<file path="config.mk">
export PLATFORM = sky130hd
export DESIGN_NAME = alarm_controller
export DESIGN_NICKNAME = d
export VERILOG_FILES = /design/src/rtl/clock_pkg.sv /design/src/rtl/alarm_time_register.sv /design/src/rtl/alarm_controller.sv
export SDC_FILE = /design/constraint.sdc
export NUM_CORES = 1
export LEC_CHECK = 0
export CORE_MARGIN = 2
export CORE_UTILIZATION = 53
export CTS_BUF_LIST = sky130_fd_sc_hd__clkbuf_16
export CTS_CLUSTER_SIZE = 40
export DETAILED_ROUTE_END_ITERATION = 10
export PLACE_DENSITY_LB_ADDON = 0.1
export REMOVE_ABC_BUFFERS = 1
export SETUP_SLACK_MARGIN = 0.2
export SYNTH_ARGS = -nofsm -noshare
export SYNTH_HDL_FRONTEND = slang
export SYNTH_HIERARCHICAL = 1
export SYNTH_SLANG_ARGS = --single-unit
</file>
<file path="constraint.sdc">
create_clock -name i_clk -period 6 [get_ports i_clk]
set_input_delay 0.9 -clock i_clk [delete_from_list [all_inputs] [get_ports i_clk]]
set_output_delay 0.9 -clock i_clk [all_outputs]
set_load 0.05 [all_outputs]
</file>
<file path="src/rtl/clock_pkg.sv">
// Shared clock/alarm definitions: field limits, alarm FSM encoding and
// wrapping increment helpers used by the time registers.
package clock_pkg;

  localparam logic [4:0] HOURS_MAX   = 5'd23;
  localparam logic [5:0] MINUTES_MAX = 6'd59;

  typedef enum logic [1:0] {
    IDLE    = 2'd0,
    RINGING = 2'd1,
    SNOOZE  = 2'd2
  } alarm_state_t;

  function automatic logic [4:0] inc_hours(input logic [4:0] h);
    return (h >= HOURS_MAX) ? 5'd0 : h + 5'd1;
  endfunction

  function automatic logic [5:0] inc_minutes(input logic [5:0] m);
    return (m >= MINUTES_MAX) ? 6'd0 : m + 6'd1;
  endfunction

endpackage

</file>
<file path="src/rtl/alarm_time_register.sv">
// User-settable alarm time. Each field wraps independently; minutes never
// carry into hours so the user can reach any value by editing one field.
module alarm_time_register
  import clock_pkg::*;
#(
  parameter logic [4:0] DEFAULT_HOURS   = 5'd6,
  parameter logic [5:0] DEFAULT_MINUTES = 6'd0
) (
  input  logic       clk,
  input  logic       reset,
  input  logic       set_stb,
  input  logic       alarm_set,
  input  logic       set_hours,
  input  logic       set_minutes,
  output logic [4:0] hours,
  output logic [5:0] minutes
);

  always_ff @(posedge clk) begin
    if (reset) begin
      hours   <= DEFAULT_HOURS;
      minutes <= DEFAULT_MINUTES;
    end else if (alarm_set && set_stb) begin
      if (set_hours)   hours   <= inc_hours(hours);
      if (set_minutes) minutes <= inc_minutes(minutes);
    end
  end

endmodule

</file>
<file path="src/rtl/alarm_controller.sv">
// Alarm stage: compares running time with the alarm time, rings once per
// match minute, supports snooze and auto-silences after a timeout.
module alarm_controller
  import clock_pkg::*;
#(
  parameter int unsigned SNOOZE_S        = 540,
  parameter int unsigned RING_TIMEOUT_S  = 3600,
  parameter int unsigned DEFAULT_HOURS   = 6,
  parameter int unsigned DEFAULT_MINUTES = 0
) (
  input  logic       i_clk,
  input  logic       i_reset,
  input  logic       i_1hz_stb,
  input  logic       i_set_stb,
  input  logic [4:0] i_hours,
  input  logic [5:0] i_minutes,
  input  logic [5:0] i_seconds,
  input  logic       i_alarm_set,
  input  logic       i_set_hours,
  input  logic       i_set_minutes,
  input  logic       i_alarm_en,
  input  logic       i_snooze,
  output logic [4:0] o_alarm_hours,
  output logic [5:0] o_alarm_minutes,
  output logic       o_armed,
  output logic       o_ringing,
  output logic       o_snoozing,
  output logic       o_buzzer
);

  localparam logic [11:0] RING_LOAD   = 12'(RING_TIMEOUT_S - 1);
  localparam logic [11:0] SNOOZE_LOAD = 12'(SNOOZE_S - 1);

  alarm_state_t state, state_n;
  logic [11:0]  ring_cnt, ring_cnt_n;
  logic [11:0]  snooze_cnt, snooze_cnt_n;
  logic         beep_phase, beep_phase_n;
  logic         match, match_q, snooze_q;
  logic         time_hit, trigger, snooze_edge;

  alarm_time_register #(
    .DEFAULT_HOURS  (5'(DEFAULT_HOURS)),
    .DEFAULT_MINUTES(6'(DEFAULT_MINUTES))
  ) u_alarm_time (
    .clk        (i_clk),
    .reset      (i_reset),
    .set_stb    (i_set_stb),
    .alarm_set  (i_alarm_set),
    .set_hours  (i_set_hours),
    .set_minutes(i_set_minutes),
    .hours      (o_alarm_hours),
    .minutes    (o_alarm_minutes)
  );

  assign time_hit = (i_hours == o_alarm_hours) && (i_minutes == o_alarm_minutes)
                    && (i_seconds == 6'd0);
  // Held set buttons mean the user is moving the clock; landing on the alarm
  // time that way must not ring, and match_q then blocks it after release.
  assign trigger = match && !match_q && o_armed && !i_alarm_set
                   && !i_set_hours && !i_set_minutes;
  assign snooze_edge = i_snooze && !snooze_q;

  always_ff @(posedge i_clk) begin
    if (i_reset) begin
      state      <= IDLE;
      ring_cnt   <= '0;
      snooze_cnt <= '0;
      beep_phase <= 1'b0;
      match      <= 1'b0;
      match_q    <= 1'b0;
      snooze_q   <= 1'b0;
      o_armed    <= 1'b0;
    end else begin
      state      <= state_n;
      ring_cnt   <= ring_cnt_n;
      snooze_cnt <= snooze_cnt_n;
      beep_phase <= beep_phase_n;
      match      <= time_hit;
      match_q    <= match;
      snooze_q   <= i_snooze;
      o_armed    <= i_alarm_en;
    end
  end

  always_comb begin
    state_n      = state;
    ring_cnt_n   = ring_cnt;
    snooze_cnt_n = snooze_cnt;
    beep_phase_n = beep_phase;
    if (!i_alarm_en || i_alarm_set) begin
      state_n      = IDLE;
      ring_cnt_n   = '0;
      snooze_cnt_n = '0;
      beep_phase_n = 1'b0;
    end else begin
      case (state)
        IDLE: begin
          if (trigger) begin
            state_n      = RINGING;
            ring_cnt_n   = RING_LOAD;
            beep_phase_n = 1'b1;
          end
        end
        RINGING: begin
          if (snooze_edge) begin
            state_n      = SNOOZE;
            snooze_cnt_n = SNOOZE_LOAD;
            beep_phase_n = 1'b0;
          end else if (i_1hz_stb) begin
            if (ring_cnt == 12'd0) begin
              state_n      = IDLE;
              beep_phase_n = 1'b0;
            end else begin
              ring_cnt_n   = ring_cnt - 12'd1;
              beep_phase_n = !beep_phase;
            end
          end
        end
        SNOOZE: begin
          if (i_1hz_stb) begin
            if (snooze_cnt == 12'd0) begin
              state_n      = RINGING;
              ring_cnt_n   = RING_LOAD;
              beep_phase_n = 1'b1;
            end else begin
              snooze_cnt_n = snooze_cnt - 12'd1;
            end
          end
        end
        default: state_n = IDLE;
      endcase
    end
  end

  always_comb begin
    o_ringing  = (state == RINGING);
    o_snoozing = (state == SNOOZE);
    o_buzzer   = (state == RINGING) && beep_phase;
  end

endmodule

</file>
---- After elaboration in Yosys (flattened, before gate mapping) ----
Cells that the tools add are included.
cells by class
  reductions and logical operators ........ 31
  bitwise operators ....................... 0
  multiply operators ...................... 0
  muxes and demuxes ....................... 27
  divide/modulo/power cells ............... 0
  magnitude comparators ................... 2
  eq/ne operators ......................... 14
  shifts and indexed selects .............. 0
  $add $sub $neg .......................... 4
operators with widths
  kind                                                                   number
  12-bit 2-to-1 mux                                                      9
  12-bit one-hot mux with 3 select lines                                 1
  12-bit zero test                                                       2
  12-bit one-hot mux with 2 select lines                                 1
  12-bit by 1-bit subtractor with 12-bit output (second input constant)  2
  2-bit 2-to-1 mux                                                       6
  2-bit != test (second input constant)                                  6
  1-bit logical AND                                                      10
  5-bit AND reduction                                                    2
  1-bit zero test                                                        7
  7-bit AND reduction                                                    1
  6-bit by 1-bit adder with 6-bit output (second input constant)         1
  6-bit equality test                                                    1
  6-bit >= comparator (second input constant)                            1
  6-bit zero test                                                        1
  1-bit 2-to-1 mux                                                       6
  6-bit 2-to-1 mux                                                       1
  2-bit one-hot mux with 3 select lines                                  1
  5-bit by 1-bit adder with 5-bit output (second input constant)         1
  5-bit equality test                                                    1
  5-bit >= comparator (second input constant)                            1
  5-bit 2-to-1 mux                                                       1
  2-bit by 1-bit != test with 1-bit output (second input constant)       2
  2-bit AND reduction                                                    2
  11 further kinds                                                       11
storage, ports and cells
  logic and storage cells ................. 88
  register bits ........................... 42
  RAM bits ................................ 0
  input bits .............................. 26
  output and inout bits ................... 15
  memories kept ........................... 0
  bits in read-only memories .............. 0
  bits in latches ......................... 0

---- Logic depth before layout (Yosys ltp) ----
Gate-level depths: netlist (run 1).
  depth in word-level cells ............... 8
  depth in mapped cells ................... 8
  gate-level depth less buffers ........... 7

---- Modules after synthesis ----
Netlist (run 1), hierarchy kept.
modules (own cells, without submodules)
  module               cells each  sequential area each (um^2)  area an instance (um^2)  times used
  alarm_controller     217         620.6                        1,839.3                  1
  alarm_time_register  67          220.2                        571.8                    1

---- Worst setup path before layout (run 1) ----
OpenSTA, ideal clock, no wires.
  kind .................................... reg2out
  start point ............................. register state[1]
  end point ............................... output o_buzzer
  data required time ...................... 5.100 ns
  stages on the path, launching flop included .. 7
  setup slack ............................. 3.293 ns
  arrival time ............................ 1.807 ns
  path through ............................ dfxtp_1 clkbuf_2 inv_1 nand2_1 inv_1 clkbuf_1 and2_1
on the way
  longest elaborated chain between the ends .. 2
RTL lines
  what                                            line                     text
  from (decl)                                     alarm_controller.sv:34   alarm_state_t state, state_n;
  from (signal assigned)                          alarm_controller.sv:74   state <= state_n;
  2-bit by 1-bit equality test with 1-bit output  --
  named net o_ringing                             alarm_controller.sv:26   output logic o_ringing,
  1-bit logical AND                               alarm_controller.sv:138  o_buzzer = (state == RINGING) && beep_phase;
  to (decl)                                       alarm_controller.sv:28   output logic o_buzzer
The timed path passes the listed nets, and every way through them passes these cells.

---- Final worst setup path (run 1) ----
  start point ............................. register state[0]
  end point ............................... output o_buzzer
on the way
  longest elaborated chain between the ends .. 2
RTL lines
  what                                            line
  2-bit by 1-bit equality test with 1-bit output  alarm_controller.sv:138
  1-bit logical AND                               alarm_controller.sv:138
Every way passes these cells.

==> results of run 1 <==
==> path summary, 6_finish.rpt <==
path / endpoint / depth (start not counted) / startpoint / slack (ns)
worst max-delay path: o_buzzer / 4 / state[0]$_SDFFE_PP0P_ / 2.88
worst min-delay path: match_q$_SDFF_PP0_ / 1 / match$_SDFF_PP0_ / 0.45
worst max register to register: ring_cnt[4]$_SDFFE_PP0P_ / 7 / ring_cnt[0]$_SDFFE_PP0P_ / 3.75
worst min register to register: match_q$_SDFF_PP0_ / 1 / match$_SDFF_PP0_ / 0.45
==> state kept, by name (all words and copies together) (netlist names) <==
name	flops
beep_phase	1
u_alarm_time/hours	5
o_armed	1
snooze_cnt	12
match	1
ring_cnt	12
state	2
snooze_q	1
match_q	1
u_alarm_time/minutes	6
==> worst max-delay path: stages, from the launching register on <==
cell	delay, ns
dfxtp_1	0.50
nand2_1	0.19
inv_1	0.29
and2_1	0.17
clkdlybuf4s50_1	0.79
==> cell type report <==
| class | count | area [um2] |
|---|---|---|
| Sequential cell | 42 | 841 |
| Inverter | 10 | 37.5 |
| Timing Repair Buffer | 41 | 408 |
| Clock buffer | 5 | 125 |
| Fill cell | 347 | 1360 |
| Clock inverter | 2 | 33.8 |
| Tap cell | 52 | 65.1 |
| Multi-Input combinational cell | 223 | 1490 |
==> per-layer routing <==
layer / GRT usage / up-vias / part of all wire
met3: 0.0506 / 5 / 0.065
met1: 0.323 / 1057 / 0.47
met5: 0 / - / 0
met2: 0.382 / 74 / 0.46
met4: 0.0671 / 0 / 0.0090
li1: - / 1149 / -
==> synth_stat cells (all sizes together) (4+ instances only) <==
cell type,instances
buf,4
inv,9
nor3,12
nand3b,4
xnor2,14
or4,5
o21ai,16
or3,9
dfxtp,42
or2,4
nand3,15
a21oi,26
clkbuf,5
nand2b,4
nor2,22
a311oi,7
nand2,10
nor2b,4
a2111oi,4
ha,6
xor2,6
nor4,7
a211oi,7
==> cells by family (layout without fill, tap and decap cells) <==
group,count (synthesis),after routing,synth area share
adder cells (fa/ha/maj),6,6,0.0311
AND/OR/NAND/NOR,115,115,0.286
flip-flops,42,42,0.349
AO/OA/AOI/OAI,80,80,0.219
XOR/XNOR,20,20,0.0727
buffers and inverters,19,58,0.0337
multiplexers,2,2,0.00830
==> per-stage QoR <==
| stage | std cells | util | setup slack, ns | hold WS (ns) |
|---|---|---|---|---|
| after floorplan | 275 | - | 3.49 | 0.430 |
| after detailed placement | 368 | 0.652 | 2.87 | 0.456 |
| after CTS | 375 | 0.689 | 2.88 | 0.461 |
| final | 375 | 0.689 | 2.88 | 0.455 |
| after global routing | 375 | 0.689 | 2.78 | 0.475 |
| after global placement | 368 | 0.652 | 2.88 | 0.442 |
==> report_power, final <==
part / switching, uW / leakage [uW] / internal (uW)
Combinational: 26.1 / 0.000611 / 27.5
Sequential: 4.27 / 0.000339 / 281
Clock: 104 / 0.0000773 / 192
Total: 134 / 0.00103 / 501
==> flow_summary_export.csv, run 1 <==
group,metric,value,unit
sta,period_needed,3.12,ns
final_layout,area_growth,24.4,%
sta,tightest_slew,0.763,ns
global_routing,grt_overflow,0,
clock_tree,hold_buffers,0,
synthesis,yosysSeqAreaShare,0.349,
synthesis,synth_area_leaders,"dfxtp_1 35%, a21oi_1 5.4%, xnor2_1 5.1%",
drt,ant_nets,0,
pwr,leakagePower,0.00103,uW
drt,wire_per_inst,14.8,um
global_routing,grt_pass1_vias,2189,
final_layout,fin_nets,355,
placed_design,hpwl,3.95,mm
clock_tree,cts_setup_buffers,0,
drt,totalWireLength,5.55,mm
clock_tree,clk_latency,0.28,ns
final_layout,layout_commonest_cell,"dfxtp_1",
synthesis,syn_area_per_cell,8.49,um2
sta,fin_crit_sh,0.521,
clock_tree,clock_sinks,42,
worst_setup_path,worstPathRequired,5.10,ns
floorplan,die_h,71.4,um
flow_run,drv_cap,0,
synthesis,synthArstFlopShare,0,
drt,drtIter0Drc,243,
clock_tree,clk_pin_slew,0.06,ns
drt,viasPerCell,6.09,
clock_tree,htree_levels,2,
global_routing,antenna_found_initial,0,
final_layout,final_cell_mix,"42 x dfxtp_1, 40 x clkdlybuf4s50_1, 26 x a21oi_1",
clock_tree,cts_resized,0,
final_layout,final_area,3000,um2
floorplan,dieWidth,71.4,um
pwr,fin_total_pwr,635,uW
synthesis,synth-edff-count,0,
drt,drc_errors,0,
sta,setup_viol,0,
worst_setup_path,crit_path_start_kind,"register",
sta,max-slew-margin-rel,0.492,
worst_setup_path,cp_max_fo,11,
synthesis,yosysUniqueCellTypes,61,
synthesis,yosys_warnings,6,
clock_tree,tritoncts,"yes",
drt,drt_first_pass_iters,4,
final_layout,drive_gt1_frac,0.0867,
final_layout,antennaDiodeCount,0,
synthesis,synth-seq-cells,42,
sta,fin_worst_skew,0.00365,ns
sta,hold_viol,0,
outcome,outcome,"completed",
sta,slew_violations,0,
min_path,hold_path.class,"reg -> reg",
global_routing,grt_pass1_wl,9.96,mm
clock_tree,clock_tree.root_cell,"clkbuf_16",
placed_design,gp_congestion,0.812,
sta,fin_setup_tns,0,ns
floorplan,coreArea,4350,um2
placed_design,dpl_cell_area,2840,um2
worst_setup_path,worst-endpoint-arrival,2.22,ns
floorplan,initial_utilization,0.554,
clock_tree,cts_buffer_depth,2,
sta,max_freq,0.320,GHz
clock_tree,cts_inserted_buffers,5,
pwr,vdd.ir_drop.worst,0.133,mV
global_routing,grt_max_degree,20,
worst_setup_path,crit_path_end_kind,"primary output",
worst_setup_path,worstSetupPathType,"reg -> out",
floorplan,ios,41,
floorplan,die_area,5100,um2
synthesis,yosys.area.top_type_share,0.349,
synthesis,syn_area,2410,um2
pwr,power_density,212,nW/um2
synthesis,ys.flop_type,"dfxtp_1",
drt,num_vias,2285,
floorplan,row_count,24,
synthesis,synth_top_cell_by_area,"dfxtp_1",
sta,rsz0062_at_grt,"false",
placed_design,io_buffers,40,
global_routing,grt_usage,0.237,
synthesis,netlist_instances,284,
(Power assumes the default switching activity.)
==> run 2, diff against run 1 <==
- clock period: 6 -> 3.1 ns (I/O delays scaled with it)
==> run 2 against run 1 <==
  * Combinational power increased by 94%
  * Clock skew decreased by 0.0019 ns
  * Clock power increased by 92%
  * Final area increased by 0.50%
  * Sequential share of layout area decreased by 0.14 points
  * Critical path type unchanged
==> flow_summary_export.csv, run 2 (synthesis results as in run 1) <==
group,metric,value,unit
final_layout,final_area,3010,um2
global_routing,grt_pass1_wl,9.45,mm
min_path,hold_path.class,"reg -> reg",
placed_design,pre_cts_ws,0.377,ns
drt,drc_errors,0,
sta,hold_viol,0,
global_routing,grt_usage,0.226,
final_layout,fin_nets,357,
clock_tree,hold_buffers,0,
final_layout,largestRegisters,"ring_cnt (12), snooze_cnt (12), u_alarm_time/minutes (6)",
sta,tightest_slew,0.816,ns
min_path,hold_depth,1,
clock_tree,cts_inserted_buffers,5,
drt,viasPerCell,6.06,
sta,fin_crit_sh,0.873,
sta,rsz0062_at_grt,"false",
global_routing,grt_max_degree,20,
min_path,hp-start,"match$_SDFF_PP0_",
worst_setup_path,crit_path_start_kind,"register",
pwr,power_density,407,nW/um2
drt,num_vias,2286,
worst_setup_path,rr_endpoint,"ring_cnt[4]$_SDFFE_PP0P_",
floorplan,die_h,71.4,um
drt,totalWireLength,5.51,mm
placed_design,io_buffers,40,
sta,setup_slack,0.395,ns
floorplan,die_area,5100,um2
worst_setup_path,reg2regPathDepth,7,
sta,setup_viol,0,
clock_tree,clock_sinks,42,
placed_design,dpl_cell_area,2860,um2
placed_design,gp_congestion,0.808,
worst_setup_path,cp_max_fo,11,
clock_tree,tritoncts,"yes",
sta,period_needed,2.71,ns
floorplan,initial_utilization,0.554,
final_layout,antennaDiodeCount,0,
clock_tree,cts_setup_buffers,0,
clock_tree,cts_resized,0,
worst_setup_path,worst-endpoint-arrival,2.24,ns
final_layout,area_growth,25.0,%
sta,fin_worst_skew,0.00177,ns
final_layout,drive_gt1_frac,0.0923,
worst_setup_path,rr_startpoint,"ring_cnt[0]$_SDFFE_PP0P_",
floorplan,row_count,24,
sta,max-slew-margin-rel,0.456,
floorplan,ios,41,
worst_setup_path,reg2reg_slack,0.86,ns
placed_design,hpwl,3.90,mm
clock_tree,htree_levels,2,
floorplan,coreArea,4350,um2
worst_setup_path,worstPathRequired,2.63,ns
flow_run,drv_cap,0,
clock_tree,clock_tree.root_cell,"clkbuf_16",
min_path,hold_end,"match_q$_SDFF_PP0_",
sta,fin_setup_tns,0,ns
clock_tree,cts_buffer_depth,2,
clock_tree,clk_pin_slew,0.06,ns
drt,ant_nets,0,
pwr,vdd.ir_drop.worst,0.233,mV
drt,drtIter0Drc,204,
final_layout,final_cell_mix,"42 x dfxtp_1, 40 x clkdlybuf4s50_1, 26 x a21oi_1",
sta,max_freq,0.370,GHz
clock_tree,clk_latency,0.28,ns
drt,wire_per_inst,14.6,um
drt,drt_first_pass_iters,5,
pwr,leakagePower,0.00104,uW
worst_setup_path,worstSetupPathType,"reg -> out",
floorplan,dieWidth,71.4,um
sta,slew_violations,0,
global_routing,grt_pass1_vias,2136,
worst_setup_path,crit_path_end_kind,"primary output",
outcome,outcome,"completed",
global_routing,grt_overflow,0,
final_layout,fill_cells,353,
global_routing,antenna_found_initial,0,
final_layout,layout_commonest_cell,"dfxtp_1",
-- run 2: layout make-up --
class | count | area (um2) | area share
inverters | 10 | 37.5 | 0.0125
flip-flops and latches | 42 | 841 | 0.279
multi-input cells | 223 | 1490 | 0.494
clock buffers | 5 | 125 | 0.0415
clock inverters | 2 | 33.8 | 0.0112
repair buffers | 43 | 423 | 0.140
well taps | 52 | 65.1 | 0.0216
-- run 2: worst max-delay path, stage by stage, from the launching register on --
cell             delay (ns)
dfxtp_1                0.50
nand2_1                0.19
inv_1                  0.30
and2_1                 0.17
clkdlybuf4s50_1        0.79
-- run 2: report_power, final --
part	switching [uW]	total, uW	internal (uW)
Sequential	8.41	553	545
Combinational	50.4	104	54.1
Clock	197	569	372
-- run 2: how the worst max path moves through the flow --
stage                               start                    endpoint  slack (ns)  cells after the start
6_report            state[0]$_SDFFE_PP0P_                    o_buzzer        0.39                      4
5_1_grt             state[0]$_SDFFE_PP0P_                    o_buzzer        0.28                      4
4_1_cts             state[0]$_SDFFE_PP0P_                    o_buzzer        0.42                      4
3_5_place_dp                  i_alarm_set    ring_cnt[6]$_SDFFE_PP0P_        0.38                      6
3_3_place_gp                  i_alarm_set    ring_cnt[6]$_SDFFE_PP0P_        0.42                      6
2_1_floorplan  snooze_cnt[5]$_SDFFE_PP0P_  snooze_cnt[3]$_SDFFE_PP0P_        0.65                      5
-- run 2: metal layers --
| layer | wire [um] | up-vias | global-route usage |
|---|---|---|---|
| met5 | 0 | - | 0 |
| met3 | 329 | 5 | 0.0577 |
| li1 | - | 1146 | - |
| met1 | 2600 | 1057 | 0.297 |
| met2 | 2540 | 78 | 0.370 |
| met4 | 46 | 0 | 0.0587 |
-- run 2: stage by stage --
step,power (uW),hold slack (ns),util,cells
finish,1230,0.461,0.692,377
global route,1260,0.482,0.692,377
CTS,1230,0.465,0.692,377
detailed placement,669,0.454,0.656,370
global placement,667,0.443,0.656,370
floorplan,611,0.430,-,275
==> run 3, diff against run 2 <==
- ABC_AREA: unset -> 1
- CTS_BUF_LIST: sky130_fd_sc_hd__clkbuf_16 -> unset
- CTS_CLUSTER_SIZE: 40 -> 24
==> run 3 against run 2 <==
  * Wire length increased by 6.0%
  * Global-route usage increased by 0.45 points
  * Fmax increased by 14%
  * Highest routed layer unchanged
  * Register-to-register slack improved by 0.29 ns
  * Synthesized area increased by 8.9%
  * Largest power group is now sequential cells
  * Clock-buffer cell count increased by 1
  * Via count increased by 16%
  * Final cell count increased by 39%
  * Die area increased by 8.4%
  * Core utilization decreased by 1.8 points
  * Non-clock buffer count decreased by 1
  * Power decreased by 11%
==> flow_summary_export.csv, run 3 <==
group,metric,value,unit
outcome,outcome,"completed",
sta,max-slew-margin-rel,0.648,
sta,hold_viol,0,
final_layout,final_cell_mix,"95 x nand2_1, 85 x nor2_1, 47 x inv_1",
sta,fin_worst_skew,0.00480,ns
global_routing,grt_pass1_wl,9.96,mm
synthesis,yosysUniqueCellTypes,30,
worst_setup_path,cp_max_fo,12,
final_layout,largestRegisters,"ring_cnt (12), snooze_cnt (12), u_alarm_time/minutes (6)",
drt,drtIter0Drc,134,
sta,rsz0062_at_grt,"false",
synthesis,yosysSeqAreaShare,0.320,
worst_setup_path,worstPathRequired,2.63,ns
final_layout,fin_nets,489,
floorplan,initial_utilization,0.552,
global_routing,grt_overflow,0,
global_routing,grt_max_degree,14,
clock_tree,clock_sinks,42,
drt,drc_errors,0,
placed_design,dpl_cell_area,3100,um2
floorplan,dieWidth,74.4,um
synthesis,synth_area_leaders,"dfxtp_1 32%, nand2_1 14%, nor2_1 12%",
synthesis,synth_top_cell_by_area,"dfxtp_1",
synthesis,synthTopCellsByCount,"95 x nand2_1, 85 x nor2_1, 47 x inv_1",
pwr,fin_total_pwr,1090,uW
sta,fin_setup_tns,0,ns
floorplan,row_count,25,
clock_tree,clk_pin_slew,0.08,ns
clock_tree,clock_tree.root_cell,"clkbuf_8",
worst_setup_path,worstSetupPathType,"reg -> out",
final_layout,stdcell_count,525,
worst_setup_path,slowest_delay,0.82,ns
drt,num_vias,2656,
sta,tightest_slew,0.526,ns
drt,drt_first_pass_iters,5,
worst_setup_path,crit_chain,"inv_2 -> nor2_2 -> buf_4 -> clkdlybuf4s50_1",
final_layout,seq_area,841,um2
synthesis,syn_area,2630,um2
floorplan,die_area,5530,um2
clock_tree,tritoncts,"yes",
sta,period_needed,2.38,ns
floorplan,coreArea,4750,um2
global_routing,grt_usage,0.230,
final_layout,drive_gt1_frac,0.0786,
global_routing,antenna_found_initial,0,
synthesis,synthArstFlopShare,0,
pwr,vdd.ir_drop.worst,0.222,mV
final_layout,final_util,0.674,
worst_setup_path,worst-endpoint-arrival,1.92,ns
synthesis,synth-compound-area-share,0.0605,
clock_tree,cts_inserted_buffers,5,
final_layout,area_growth,22.1,%
synthesis,synthMuxAreaShare,0,
worst_setup_path,crit_path_end_kind,"primary output",
worst_setup_path,cpMaxStageDelayCell,"clkdlybuf4s50_1",
sta,setup_viol,0,
final_layout,fill_cells,443,
sta,fin_crit_sh,0.768,
placed_design,io_buffers,40,
synthesis,yosys.area.top_type_share,0.320,
clock_tree,htree_levels,2,
drt,viasPerCell,5.06,
synthesis,synth_xor_area_frac,0.0701,
placed_design,hpwl,4.49,mm
synthesis,yosys_warnings,6,
synthesis,synth-seq-cells,42,
sta,slew_violations,0,
synthesis,syn_area_per_cell,6.36,um2
synthesis,netlist_instances,413,
synthesis,synth-simple-area-share,0.434,
final_layout,final_area,3210,um2
synthesis,yosysMostFrequentCell,"nand2_1",
clock_tree,clk_latency,0.30,ns
pwr,leakagePower,0.00147,uW
sta,max_freq,0.420,GHz
final_layout,antennaDiodeCount,0,
final_layout,layout_commonest_cell,"nand2_1",
clock_tree,hold_buffers,0,
flow_run,drv_cap,0,
clock_tree,cts_buffer_depth,2,
placed_design,dp.cells,517,
synthesis,synth-edff-count,0,
synthesis,ys.flop_type,"dfxtp_1",
clock_tree,cts_resized,0,
synthesis,synthAdderAreaFrac,0.0286,
final_layout,multi_input_area,1560,um2
pwr,power_density,340,nW/um2
worst_setup_path,crit_path_start_kind,"register",
drt,wire_per_inst,11.1,um
floorplan,ios,41,
placed_design,gp_congestion,0.885,
drt,ant_nets,0,
global_routing,grt_pass1_vias,2373,
min_path,hold_path.class,"reg -> reg",
synthesis,synth_top_family_by_area,"simple AND/OR/NAND/NOR gates",
clock_tree,cts_setup_buffers,0,
drt,totalWireLength,5.85,mm
floorplan,die_h,74.4,um
[run 3: changes by cell type in the layout (fill, tap and decap cells not counted), sizes merged, moves of 8 or more]
cell / before / now
nand2: 10 / 102
nor2: 22 / 94
inv: 9 / 53
nand3: 15 / 39
xor2: 6 / 18
nand4: 2 / 13
xnor2: 14 / 3
a21oi: 26 / 17
or3: 9 / 0
o21ai: 16 / 8
[run 3: power breakdown]
part / internal (uW) / switching, uW / leakage [uW]
Sequential: 544 / 6.66 / 0.000339
Clock: 240 / 196 / 0.0000514
Combinational: 50.1 / 53.2 / 0.00108
[run 3: path summary, 6_finish.rpt]
check | from | end | slack, ns | cells past startpoint
min | match$_SDFF_PP0_ | match_q$_SDFF_PP0_ | 0.46 | 2
max reg2reg | snooze_cnt[0]$_SDFFE_PP0P_ | snooze_cnt[0]$_SDFFE_PP0P_ | 1.15 | 11
min reg2reg | match$_SDFF_PP0_ | match_q$_SDFF_PP0_ | 0.46 | 2
max | state[1]$_SDFFE_PP0P_ | o_snoozing | 0.72 | 4
[run 3: cell families (layout without fill, tap and decap cells)]
logic type | after synthesis | count (layout)
AO/OA/AOI/OAI | 29 | 29
XOR/XNOR | 21 | 21
adder cells (fa/ha/maj) | 6 | 6
buffers and inverters | 58 | 103
flip-flops | 42 | 42
AND/OR/NAND/NOR | 257 | 257
[run 3: critical path: cells and delay by family (launching register included)]
family / cells / cell delay [ns]
buf+inv: 3 / 1.10
flops: 1 / 0.44
simple gates: 1 / 0.08
[run 3: layout make-up]
| type | instances | area share |
|---|---|---|
| Clock buffer | 6 | 0.0226 |
| Clock inverter | 2 | 0.0117 |
| Inverter | 53 | 0.0621 |
| Multi-Input combinational cell | 313 | 0.486 |
| Sequential cell | 42 | 0.262 |
| Tap cell | 67 | 0.0262 |
| Timing Repair Buffer | 42 | 0.130 |
[run 3: through the flow]
step / hold WS [ns] / setup slack, ns
global placement: 0.444 / 0.904
global route: 0.498 / 0.599
finish: 0.460 / 0.718
floorplan: 0.429 / 1.03
CTS: 0.472 / 0.707
detailed placement: 0.459 / 0.877
[run 3: metal layers]
metal,wire length (um),GRT usage,vias to the layer above,part of all wire
met5,0,0,-,0
met4,147,0.105,0,0.025
met3,330,0.0556,9,0.056
met2,2630,0.375,87,0.45
li1,-,-,1388,-
met1,2740,0.288,1172,0.47
